$ cat config.mk
export PLATFORM = sky130hd
export DESIGN_NAME = keccak_req_arbiter
export DESIGN_NICKNAME = d
export VERILOG_FILES = /design/src/rtl/keccak_req_arbiter.sv
export SDC_FILE = /design/constraint.sdc
export NUM_CORES = 1
export LEC_CHECK = 0
export CAP_MARGIN = 20
export CORE_AREA = 2 2 189 191
export CTS_CLUSTER_SIZE = 14
export DETAILED_ROUTE_END_ITERATION = 10
export DIE_AREA = 0 0 191 193
export PLACE_DENSITY = 0.54
export REMOVE_ABC_BUFFERS = 1
export SLEW_MARGIN = 20
export SYNTH_ARGS = -nofsm -noshare
export SYNTH_HDL_FRONTEND = slang
export SYNTH_SLANG_ARGS = --single-unit
export TNS_END_PERCENT = 30
$ cat constraint.sdc
create_clock -name clk -period 5.1 [get_ports clk]
set_input_delay 1.02 -clock clk [delete_from_list [all_inputs] [get_ports clk]]
set_output_delay 1.02 -clock clk [all_outputs]
set_load 0.01 [all_outputs]
$ cat src/rtl/keccak_req_arbiter.sv
// rtl/keccak_req_arbiter.sv - round-robin sequencer sharing one keccak core among N_REQ requesters (optional watchdog: KECCAK_ARB_TIMEOUT_EN)
module keccak_req_arbiter #(
  parameter int N_REQ       = 4,
  parameter int ID_W        = 2,
  parameter int TIMEOUT_CYC = 4096
) (
  input  logic                clk,
  input  logic                rst,
  input  logic [N_REQ-1:0]    req_i,
  input  logic [3*N_REQ-1:0]  req_cmode_i,
  input  logic [11*N_REQ-1:0] req_d_i,
  input  logic [64*N_REQ-1:0] req_data_i,
  input  logic [N_REQ-1:0]    req_last_i,
  output logic [N_REQ-1:0]    req_ack_o,
  output logic [N_REQ-1:0]    grant_o,
  output logic                core_start_o,
  output logic [2:0]          core_cmode_o,
  output logic [10:0]         core_d_o,
  output logic [63:0]         core_dt_o,
  output logic                core_last_o,
  input  logic                core_valid_i,
  input  logic                core_fin_i,
  input  logic [31:0]         core_hash_i,
  output logic [31:0]         hash_o,
  output logic                hash_vld_o,
  output logic [ID_W-1:0]     hash_id_o,
  output logic                done_o,
  output logic                err_o
);

  typedef enum logic [1:0] {S_IDLE, S_START, S_ABSORB, S_SQUEEZE} state_t;

  state_t            r_state, w_state_nxt;
  logic [N_REQ-1:0]  r_grant;
  logic [ID_W-1:0]   r_gid, r_rr_ptr, w_win_id;
  logic              w_found;
  logic [2:0]        r_cmode, w_win_cmode;
  logic [10:0]       r_d, w_win_d;
  logic [11:0]       r_count, w_d_words, w_exp_words;
  logic [31:0]       r_hash;
  logic              r_hash_vld, r_done;
  logic [ID_W-1:0]   r_hash_id;
  logic [63:0]       w_cur_data;
  logic              w_take, w_hash_take, w_job_end, w_timeout;

  function automatic logic [ID_W-1:0] f_wrap(input int v);
    return ID_W'(v % N_REQ);
  endfunction

  // 12-bit arithmetic so d=2047 rounds up to 64 words instead of wrapping
  assign w_d_words   = ({1'b0, r_d} + 12'd31) >> 5;
  assign w_exp_words = (w_d_words == 12'd0) ? 12'd1 : w_d_words;

  // round-robin pick: first set request after the last winner, wrapping
  always_comb begin
    w_found  = 1'b0;
    w_win_id = '0;
    for (int i = 1; i <= N_REQ; i++) begin
      if (!w_found && req_i[f_wrap(int'(r_rr_ptr) + i)]) begin
        w_found  = 1'b1;
        w_win_id = f_wrap(int'(r_rr_ptr) + i);
      end
    end
  end

  // per-requester muxes: winner's job parameters and owner's current word
  always_comb begin
    w_cur_data  = '0;
    w_win_cmode = '0;
    w_win_d     = '0;
    for (int k = 0; k < N_REQ; k++) begin
      if (r_gid == ID_W'(k)) w_cur_data = req_data_i[k*64 +: 64];
      if (w_win_id == ID_W'(k)) begin
        w_win_cmode = req_cmode_i[k*3 +: 3];
        w_win_d     = req_d_i[k*11 +: 11];
      end
    end
  end

`ifdef KECCAK_ARB_TIMEOUT_EN
  logic [12:0] r_wdog;
  logic        r_err;
  logic        w_busy_idle;

  assign w_busy_idle = (r_state == S_ABSORB || r_state == S_SQUEEZE) && !core_valid_i && !core_fin_i;
  assign w_timeout   = w_busy_idle && (r_wdog == 13'(TIMEOUT_CYC - 1));
  assign err_o       = r_err;

  // watchdog: counts stalled cycles while the core owns a job
  always_ff @(posedge clk or posedge rst) begin
    if (rst) begin
      r_wdog <= '0;
      r_err  <= 1'b0;
    end else begin
      r_wdog <= (w_busy_idle && !w_timeout) ? r_wdog + 13'd1 : 13'd0;
      r_err  <= w_timeout;
    end
  end
`else
  // no watchdog: a stalled core holds the grant indefinitely (expression is constant 0)
  assign w_timeout = (TIMEOUT_CYC < 0);
  assign err_o     = 1'b0;
`endif

  // state register
  always_ff @(posedge clk or posedge rst) begin
    if (rst) r_state <= S_IDLE;
    else     r_state <= w_state_nxt;
  end

  // next state and core-side combinational outputs
  always_comb begin
    w_state_nxt  = r_state;
    core_start_o = 1'b0;
    req_ack_o    = '0;
    core_dt_o    = '0;
    core_last_o  = 1'b0;
    w_take       = 1'b0;
    w_hash_take  = 1'b0;
    w_job_end    = 1'b0;
    case (r_state)
      S_IDLE: begin
        if (w_found) begin
          w_take      = 1'b1;
          w_state_nxt = S_START;
        end
      end
      S_START: begin
        core_start_o = 1'b1;
        w_state_nxt  = S_ABSORB;
      end
      S_ABSORB: begin
        core_dt_o   = w_cur_data;
        core_last_o = req_last_i[r_gid];
        if (core_valid_i) begin
          req_ack_o = r_grant;
          if (req_last_i[r_gid]) w_state_nxt = S_SQUEEZE;
        end
        if (w_timeout) begin
          w_job_end   = 1'b1;
          w_state_nxt = S_IDLE;
        end
      end
      S_SQUEEZE: begin
        if (core_fin_i) begin
          w_hash_take = 1'b1;
          if (r_count + 12'd1 >= w_exp_words) begin
            w_job_end   = 1'b1;
            w_state_nxt = S_IDLE;
          end
        end
        if (w_timeout) begin
          w_job_end   = 1'b1;
          w_state_nxt = S_IDLE;
        end
      end
      default: w_state_nxt = S_IDLE;
    endcase
  end

  // job bookkeeping: grant/latched parameters, digest register, word count
  always_ff @(posedge clk or posedge rst) begin
    if (rst) begin
      r_grant    <= '0;
      r_gid      <= '0;
      r_rr_ptr   <= ID_W'(N_REQ - 1);
      r_cmode    <= '0;
      r_d        <= '0;
      r_count    <= '0;
      r_hash     <= '0;
      r_hash_vld <= 1'b0;
      r_hash_id  <= '0;
      r_done     <= 1'b0;
    end else begin
      r_hash_vld <= 1'b0;
      r_done     <= 1'b0;
      if (w_take) begin
        r_grant  <= N_REQ'(1) << w_win_id;
        r_gid    <= w_win_id;
        r_rr_ptr <= w_win_id;
        r_cmode  <= w_win_cmode;
        r_d      <= w_win_d;
        r_count  <= '0;
      end
      if (w_hash_take) begin
        r_hash     <= core_hash_i;
        r_hash_vld <= 1'b1;
        r_hash_id  <= r_gid;
        r_count    <= r_count + 12'd1;
      end
      if (w_job_end) begin
        r_grant <= '0;
        r_done  <= 1'b1;
        r_count <= '0;
      end
    end
  end

  assign grant_o      = r_grant;
  assign core_cmode_o = r_cmode;
  assign core_d_o     = r_d;
  assign hash_o       = r_hash;
  assign hash_vld_o   = r_hash_vld;
  assign hash_id_o    = r_hash_id;
  assign done_o       = r_done;

endmodule

## After elaboration in Yosys (flattened, before gate mapping)

Index checks and enable logic that the tools add are counted.

| storage, ports and cells | value |
|---|---|
| register bits | 72 |
| output and inout bits | 125 |
| logic and storage cells | 107 |
| input port bits | 356 |

| operators by class | value |
|---|---|
| order comparisons | 6 |
| multiplexer cells | 56 |
| shift-type cells | 1 |
| add/subtract/negate cells | 6 |
| eq/ne operators | 14 |
| reduce and logical (&&, ||, !) cells | 13 |

Operators by type and width:

| operator | count |
|---|---|
| $mux W64 | 5 |
| $mux W11 | 4 |
| $mux W12 | 3 |
| $mux W1 | 20 |
| $mux W2 | 9 |
| $mux W4 | 4 |
| $lt A2 B3 Y1 const B | 5 |
| $add A11 B5 Y12 const B | 1 |
| $add A12 B1 Y12 const B | 1 |
| $eq A2 B2 Y1 const B | 6 |
| $ge A12 B7 Y1 | 1 |
| $logic_not A12 Y1 | 1 |
| $mux W3 | 4 |
| $bmux W1 S2 | 5 |
| $ne A2 B2 Y1 const B | 5 |
| $pmux W2 S4 | 1 |
| $mux W7 | 1 |
| $eq A2 B1 Y1 const B | 3 |
| $logic_not A2 Y1 | 3 |
| $reduce_and A5 Y1 | 1 |
| $add A2 B1 Y2 const B | 2 |
| $add A2 B2 Y2 const B | 2 |
| $shl A1 B2 Y4 const A | 1 |
| $logic_and A1 B1 Y1 | 3 |
| 3 further kinds | 5 |

## Depth between registers and ports, before layout

Gate-level depths: netlist (run 1).

| logic depth | value |
|---|---|
| depth after elaboration | 18 |
| gate-level depth with buffers | 11 |
| gate-level depth less buffers | 11 |

## Worst setup path before layout (run 1)

Ideal clock, no wire load.

| timing | value |
|---|---|
| path type | register -> output |
| start point | reg r_gid[0] |
| end point | out core_dt_o[25] |
| cell stages (with the launch flop) | 6 |
| path slack | 2.115 ns |
| data required time | 4.080 ns |
| arrival time | 1.965 ns |
| cells stage by stage | dfrtp_1 > clkbuf_1 > buf_1 > buf_2 > mux4_2 > and2_1 |

| between the ends | value |
|---|---|
| longest elaborated chain between the ends | 6 |

Ends and longest elaborated chain:

| what | RTL line | RTL |
|---|---|---|
| from (decl) | 35 | `logic [ID_W-1:0] r_gid, r_rr_ptr, w_win_id;` |
| from (signal assigned) | 179 | `r_gid <= w_win_id;` |
| $logic_not A2 Y1 | 72 | `if (r_gid == ID_W'(k)) w_cur_data = req_data_i[k*64 +: 64];` |
| $mux W64 (3 in a row) | 72 |  |
| $mux W64 * | 72 |  |
| $mux W64 * | 121 | `case (r_state)` |
| to (decl) | 19 | `output logic [63:0] core_dt_o,` |

Every way passes the cells marked *; elsewhere a longest branch is shown, timed or not.

## Worst setup path in the final report (run 1)

| timing | value |
|---|---|
| start point | reg r_gid[0] |
| end point | out core_last_o |

| between the ends | value |
|---|---|
| longest elaborated chain between the ends | 3 |

Ends and longest elaborated chain:

| what | RTL line | RTL |
|---|---|---|
| $bmux W1 S2 | 134 | `core_last_o = req_last_i[r_gid];` |
| $mux W1 (implied by the code) | 134 |  |
| $mux W1 | 121 |  |
| to (decl) | 20 | `output logic core_last_o,` |

No other way between the ends. The select of a mux whose other input is x is not followed.

==> results of run 1 <==
[power by group through the flow]
stage | logic (mW) | clock network, mW | registers [mW]
floorplan | 1.52 | 0 | 1.20
global placement | 3.23 | 0 | 1.15
detailed placement | 3.25 | 0 | 1.16
CTS | 3.26 | 0.692 | 1.15
global route | 3.46 | 0.706 | 1.19
finish | 3.20 | 0.664 | 1.14
[final cells by class]
class,count,area (um2),area share
Antenna cell,8,20.02,0.001758
Sequential cell,72,1812,0.1591
Timing Repair Buffer,490,4890,0.4295
Tap cell,461,576.8,0.05066
Inverter,11,43.79,0.003846
Clock buffer,12,266.5,0.02341
Multi-Input combinational cell,433,3737,0.3282
Clock inverter,3,40.04,0.003516
[per-layer routing]
| layer | share of wire | up-vias |
|---|---|---|
| li1 | - | 2969 |
| met1 | 0.40 | 3185 |
| met2 | 0.49 | 271 |
| met3 | 0.082 | 41 |
| met4 | 0.028 | 6 |
| met5 | 0.0012 | - |
[placed cells by master (no fill, tap or decap), drive strengths merged, types with 2 or more instances in the layout]
master,Yosys,routed
a41oi,2,2
ha,12,12
or3,4,4
xnor2,5,5
dfrtp,70,70
clkinv,0,2
nor2b,3,3
buf,13,11
and3,8,8
a221o,13,13
nand3,10,10
a21oi,7,7
nor2,16,16
xor2,5,5
nand4,6,6
a21boi,2,2
and2,77,77
diode,0,8
mux2i,13,13
dfstp,2,2
mux4,67,67
a2bb2oi,3,3
nand2,125,125
o21a,2,2
o22ai,2,2
clkdlybuf4s50,0,479
inv,11,11
a31oi,4,4
clkbuf,28,12
o2bb2ai,12,12
nor3,7,7
mux2,3,3
nand2b,2,2
o21ai,10,10
[logic make-up (layout without fill, tap and decap cells)]
family,after synthesis,in the layout,share of synthesized area
and+or+nand+nor,262,262,0.2233
muxes,83,83,0.2923
DFF,72,72,0.3145
AOI/OAI and AO/OA,65,65,0.09182
buffers and inverters,52,516,0.03599
adders and majority gates,12,12,0.02617
xor gates and xnor gates,10,10,0.01527
other,1,9,0.0006537
[stage by stage]
stage	std cells	hold WS (ps)	util	total power, mW	setup slack (ps)
after global routing	1485	493.4	0.3253	5.354	1072
after floorplan	516	482.5	-	2.725	595.4
after global placement	1467	457.8	0.3163	4.384	1364
after CTS	1482	477.5	0.3250	5.103	1156
after detailed placement	1467	462.1	0.3163	4.408	1352
final	1490	470.9	0.3256	5.006	1247
[sequential cells by signal (all words and copies together), names as in the netlist, 3 cells and up]
name and count:
core_d_o 11, r_count 12, core_cmode_o 3, hash_o 32, grant_o 4
[worst paths after layout]
kind	start	endpoint	cells past startpoint	slack (ps)
setup reg to reg	core_d_o[1]$_DFFE_PP0P_	r_count[6]$_DFFE_PP0P_	11	1700
hold reg to reg	hash_o[30]$_DFFE_PP0P_	hash_o[30]$_DFFE_PP0P_	2	470
setup / recovery	r_gid[0]$_DFFE_PP0P_	core_last_o	4	1250
max in group asynchronous	rst	r_count[8]$_DFFE_PP0P_	3	3160
hold / removal	hash_o[30]$_DFFE_PP0P_	hash_o[30]$_DFFE_PP0P_	2	470
min in group asynchronous	rst	hash_o[25]$_DFFE_PP0P_	2	1130
[worst max-delay path: stages, from the launching register on]
cell             delay (ps)
dfrtp_4                 790
buf_12                  320
mux4_2                  600
and2_1                  210
clkdlybuf4s50_1         490
==> out/metrics.yaml, run 1 <==
routing:
  route.detailed.drc: 0
  viasPerCell: 4.344
  wl_um: 34460
  vias: 6472
  detail-route-antenna-nets: 0
  first_pass_iters: 4
  drt-wirelength-per-cell_um: 23.13
  drtIter0Drc: 252
synth:
  ys_seq_area_frac: 0.3145
  syn_area_per_cell_um2: 10.30
  synthTopCellsByArea: "dfrtp_1 31%, mux4_2 26%, and2_1 8.4%, nand2_1 8.2%, ha_1 2.6%"
  synthFlopType: "dfrtp_1"
  synth-edff-count: 0
  synth_top_area_share: 0.3053
  yosys-top-cells-count: "125 x nand2_1, 77 x and2_1, 70 x dfrtp_1, 67 x mux4_2, 28 x clkbuf_1"
  ys_types: 51
  ys_ff_latch: 72
  synthArstFlopShare: 1.000
  syn_area_mm2: 0.005737
  yosysTopAreaCell: "dfrtp_1"
  netlist_instances: 557
  synth_most_common_cell: "nand2_1"
  synth_warnings: 0
setup_path:
  start_kind: "flop"
  crit_fanout: 29
  required_ps: 4080
  worst_setup_path_end_kind: "output port"
  cp.arrival_ps: 2830
  criticalPathCategory: "reg2out"
global_route:
  antenna_found_initial: 9
  grt_overflow_total: 0
  gr-usage-met2: 0.3076
  grtUsageMet1: 0.2208
  use_met3: 0.04000
  grt.total_usage: 0.1796
  grt_pass1_vias: 6524
  grt_max_degree: 68
  grt.busiest_layer: "met2"
  grt_pass1_wl_um: 47060
sta:
  fin_worst_skew_ps: 4.537
  final-setup-viol-count: 0
  fin_crit_sh: 0.7556
  drv_slew: 0
  setup_tns_ps: 0
  max_slew_margin: 0.3028
  hold_violations: 0
  layout_min_cycle_time_ps: 3853
  rsz0062_at_grt: "no"
  tightest_slew_ps: 1046
  max_clock_freq_ghz: 0.2595
pwr:
  intPower_mw: 3.066
  pwr-share-comb: 0.639
  leakagePower_nw: 4.483
  p_clk_frac: 0.133
  p_sw_frac: 0.3876
  powerDensity_mw_per_mm2: 439.7
  vdd_ir_drop_max_uv: 166.3
  power_frac_seq: 0.228
  p_sw_mw: 1.940
floorplan:
  num_io_pins: 481
  dieArea_mm2: 0.03686
  num_rows: 69
  die_w_um: 191
  fp.coreArea_mm2: 0.03496
  start_util: 0.1641
  die_h_um: 193
flow_run:
  cap_violations: 0
placement:
  portBuffers: 479
  gp_congestion: 0.9661
  placement.cell_area_mm2: 0.01106
  hpwlAfterDp_um: 29050
clock_network:
  clk_latency_ps: 340
  post_cts_buffers: 0
  cts_resized: 0
  clock-sinks: 72
  h-tree-depth: 3
  cts_inserted_buffers: 9
  hold_buffers: 0
  cts_tree: "done"
  path_clk_slew_ps: 60
  clockRootBuffer: "clkbuf_16"
  clk_path_buf_depth: 2
final_layout:
  area_growth_pct: 98.47
  layout-drive-gt1-share: 0.1097
  fill_cells: 3570
  final_area_mm2: 0.01139
  finalNetCount: 1385
outcome:
  status: "complete, no violations"
min_path:
  worstHoldPathType: "reg2reg"
Note: power is estimated with default switching activity, not from simulation.
==> inputs of run 2 (changes only) <==
- CORE_AREA: 2 2 189 191 -> 2 2 186 188
- DIE_AREA: 0 0 191 193 -> 0 0 188 190
- PLACE_DENSITY: 0.54 -> 0.55
- clock period: 5.1 -> 3.6 ns (I/O delays scaled with it)
==> run 2 against run 1 <==
Wire length decreased by 4.9%. Hold slack is essentially flat. Clock power grew 60%. Combinational power is 49% higher. Power grew 47%. Global-route usage shrank 0.073 points. Register-to-register slack lost 1300 ps. Clock skew rose by 6.7 ps. Core utilization up 1.6 points. Flip-flop and latch count unchanged. Critical path depth up 1. Critical endpoint is now core_dt_o[24].
==> out/metrics.yaml, run 2 (same netlist as run 1, synthesis figures left out) <==
outcome:
  status: "complete, no violations"  # unchanged
floorplan:
  dieArea_mm2: 0.03572  # was 0.03686 mm2
  fp.coreArea_mm2: 0.03395  # was 0.03496 mm2
  num_io_pins: 481  # unchanged
  start_util: 0.1690  # was 0.1641
  die_w_um: 188  # was 191 um
  die_h_um: 190  # was 193 um
  num_rows: 68  # was 69
placement:
  portBuffers: 479  # unchanged
  place_ws_ps: 387.0  # was 1352 ps
  gp_congestion: 0.9031  # was 0.9661
  hpwlAfterDp_um: 27720  # was 29050 um
pwr:
  powerDensity_mw_per_mm2: 632.8  # was 439.7 mW/mm2
  vdd_ir_drop_max_uv: 197.1  # was 166.3 uV
  leakagePower_nw: 4.582  # was 4.483 nW
  finalPower_mw: 7.335  # was 5.006 mW
clock_network:
  post_cts_buffers: 0  # unchanged
  cts_inserted_buffers: 9  # unchanged
  clk_latency_ps: 350  # was 340 ps
  path_clk_slew_ps: 60  # about the same
  h-tree-depth: 3  # unchanged
  cts_tree: "done"  # unchanged
  clock-sinks: 72  # unchanged
  hold_buffers: 0  # unchanged
  clockRootBuffer: "clkbuf_16"  # unchanged
  clk_path_buf_depth: 2  # unchanged
  cts_resized: 0  # unchanged
sta:
  fin_crit_sh: 0.9233
  drv_slew: 0  # unchanged
  whs_ps: 471.4  # was 470.9 ps
  setup_slack_ps: 276.1  # was 1247 ps
  tightest_slew_ps: 660.4  # was 1046 ps
  max_slew_margin: 0.5597  # was 0.3028
  setup_tns_ps: 0  # unchanged
  rsz0062_at_grt: "no"  # unchanged
  fin_worst_skew_ps: 11.27  # was 4.537 ps
  max_clock_freq_ghz: 0.3009
  layout_min_cycle_time_ps: 3324
  final-setup-viol-count: 0  # unchanged
  hold_violations: 0  # unchanged
routing:
  wl_um: 32780  # was 34460 um
  first_pass_iters: 4  # unchanged
  drt-wirelength-per-cell_um: 21.81  # was 23.13 um
  drtIter0Drc: 377  # was 252
  viasPerCell: 4.317  # was 4.344
  route.detailed.drc: 0  # unchanged
  vias: 6489  # was 6472
  detail-route-antenna-nets: 0  # unchanged
min_path:
  timing.hold.worst_path_depth: 2  # unchanged
  worstHoldPathType: "reg2reg"  # unchanged
  worstHoldStart: "hash_o[22]$_DFFE_PP0P_"  # was hash_o[30]$_DFFE_PP0P_
setup_path:
  criticalPathCategory: "reg2out"  # unchanged
  startpoint: "r_gid[0]$_DFFE_PP0P_"  # unchanged
  worst_setup_path_end_kind: "output port"  # unchanged
  cp.arrival_ps: 2600  # was 2830 ps
  crit_fanout: 20  # was 29
  r2r_setup_slack_ps: 450  # was 1700 ps
  required_ps: 2880  # was 4080 ps
  start_kind: "flop"  # unchanged
  r2r_cells: 10  # was 11
  reg2reg_from: "r_count[0]$_DFFE_PP0P_"  # was core_d_o[1]$_DFFE_PP0P_
global_route:
  grt_overflow_total: 0  # unchanged
  antenna_found_initial: 13  # was 9
  grt_max_degree: 52  # was 68
  grt.total_usage: 0.1789  # was 0.1796
  grt_pass1_vias: 6770  # was 6524
  grt_pass1_wl_um: 46340  # was 47060 um
final_layout:
  finalNetCount: 1399  # was 1385
  largest_register_ffs: 32  # unchanged
  final_cell_mix: "479 x clkdlybuf4s50_1, 125 x nand2_1, 77 x and2_1, 68 x dfrtp_1, 67 x mux4_2"  # unchanged
  area_growth_pct: 102.1  # was 98.47%
  fill_cells: 3406  # was 3570
  layout_commonest_cell: "clkdlybuf4s50_1"  # unchanged
  layout-drive-gt1-share: 0.1216  # was 0.1097
  final_core_util: 0.3415  # was 0.3256
flow_run:
  cap_violations: 0  # unchanged
==> run 2: cell count changes in the layout (fill, tap and decap cells not counted), sizes merged <==
cell	change
inv	+1
buf	+14
clkinvlp	+1
diode	+4
clkbuf	-2
bufinv	+2
clkinv	-1
==> run 2: worst paths after layout <==
| check | to |
|---|---|
| worst max-delay path | core_dt_o[24] |
| worst min-delay path | hash_o[22]$_DFFE_PP0P_ |
| worst max register to register | r_state[1]$_DFFE_PP0P_ |
| worst min register to register | hash_o[22]$_DFFE_PP0P_ |
| max in group asynchronous | r_count[9]$_DFFE_PP0P_ |
| min in group asynchronous | hash_o[1]$_DFFE_PP0P_ |
==> run 2: metrics by stage <==
step                      area, um2  std cells
after CTS                     11530       1489
after floorplan                5572        516
after detailed placement      11190       1473
after global routing          11590       1502
after global placement        11180       1472
final                         11590       1503
==> run 2: cell type report <==
| class | instances | area, um2 | area share |
|---|---|---|---|
| diodes | 12 | 30.03 | 0.002590 |
| clock buffers | 10 | 229.0 | 0.01975 |
| clock inverters | 6 | 115.1 | 0.009930 |
| inverters | 11 | 42.54 | 0.003670 |
| multi-input cells | 433 | 3737 | 0.3224 |
| flip-flops and latches | 72 | 1812 | 0.1563 |
| well taps | 455 | 569.3 | 0.04911 |
| repair buffers | 504 | 5057 | 0.4363 |
==> run 2: power by group <==
group	switching (mW)	total [mW]	leakage [nW]	internal, mW
clock network	0.377	1.06	0.164	0.682
registers	0.372	1.51	0.913	1.14
logic	2.03	4.76	3.51	2.73
total	2.78	7.34	4.58	4.56
==> run 2: per-layer routing <==
metal,part of all wire,GRT usage,vias to the layer above
li1,-,-,3001
met1,0.41,0.2147,3188
met2,0.50,0.3007,271
met3,0.065,0.05091,29
met4,0.018,0.06814,0
met5,0,0.02610,-
==> run 2: worst max-delay path: stages, from the launching register on <==
cell and delay, ps:
dfrtp_4 640, buf_12 250, buf_4 160, mux4_2 490, and2_1 180, clkdlybuf4s50_1 520
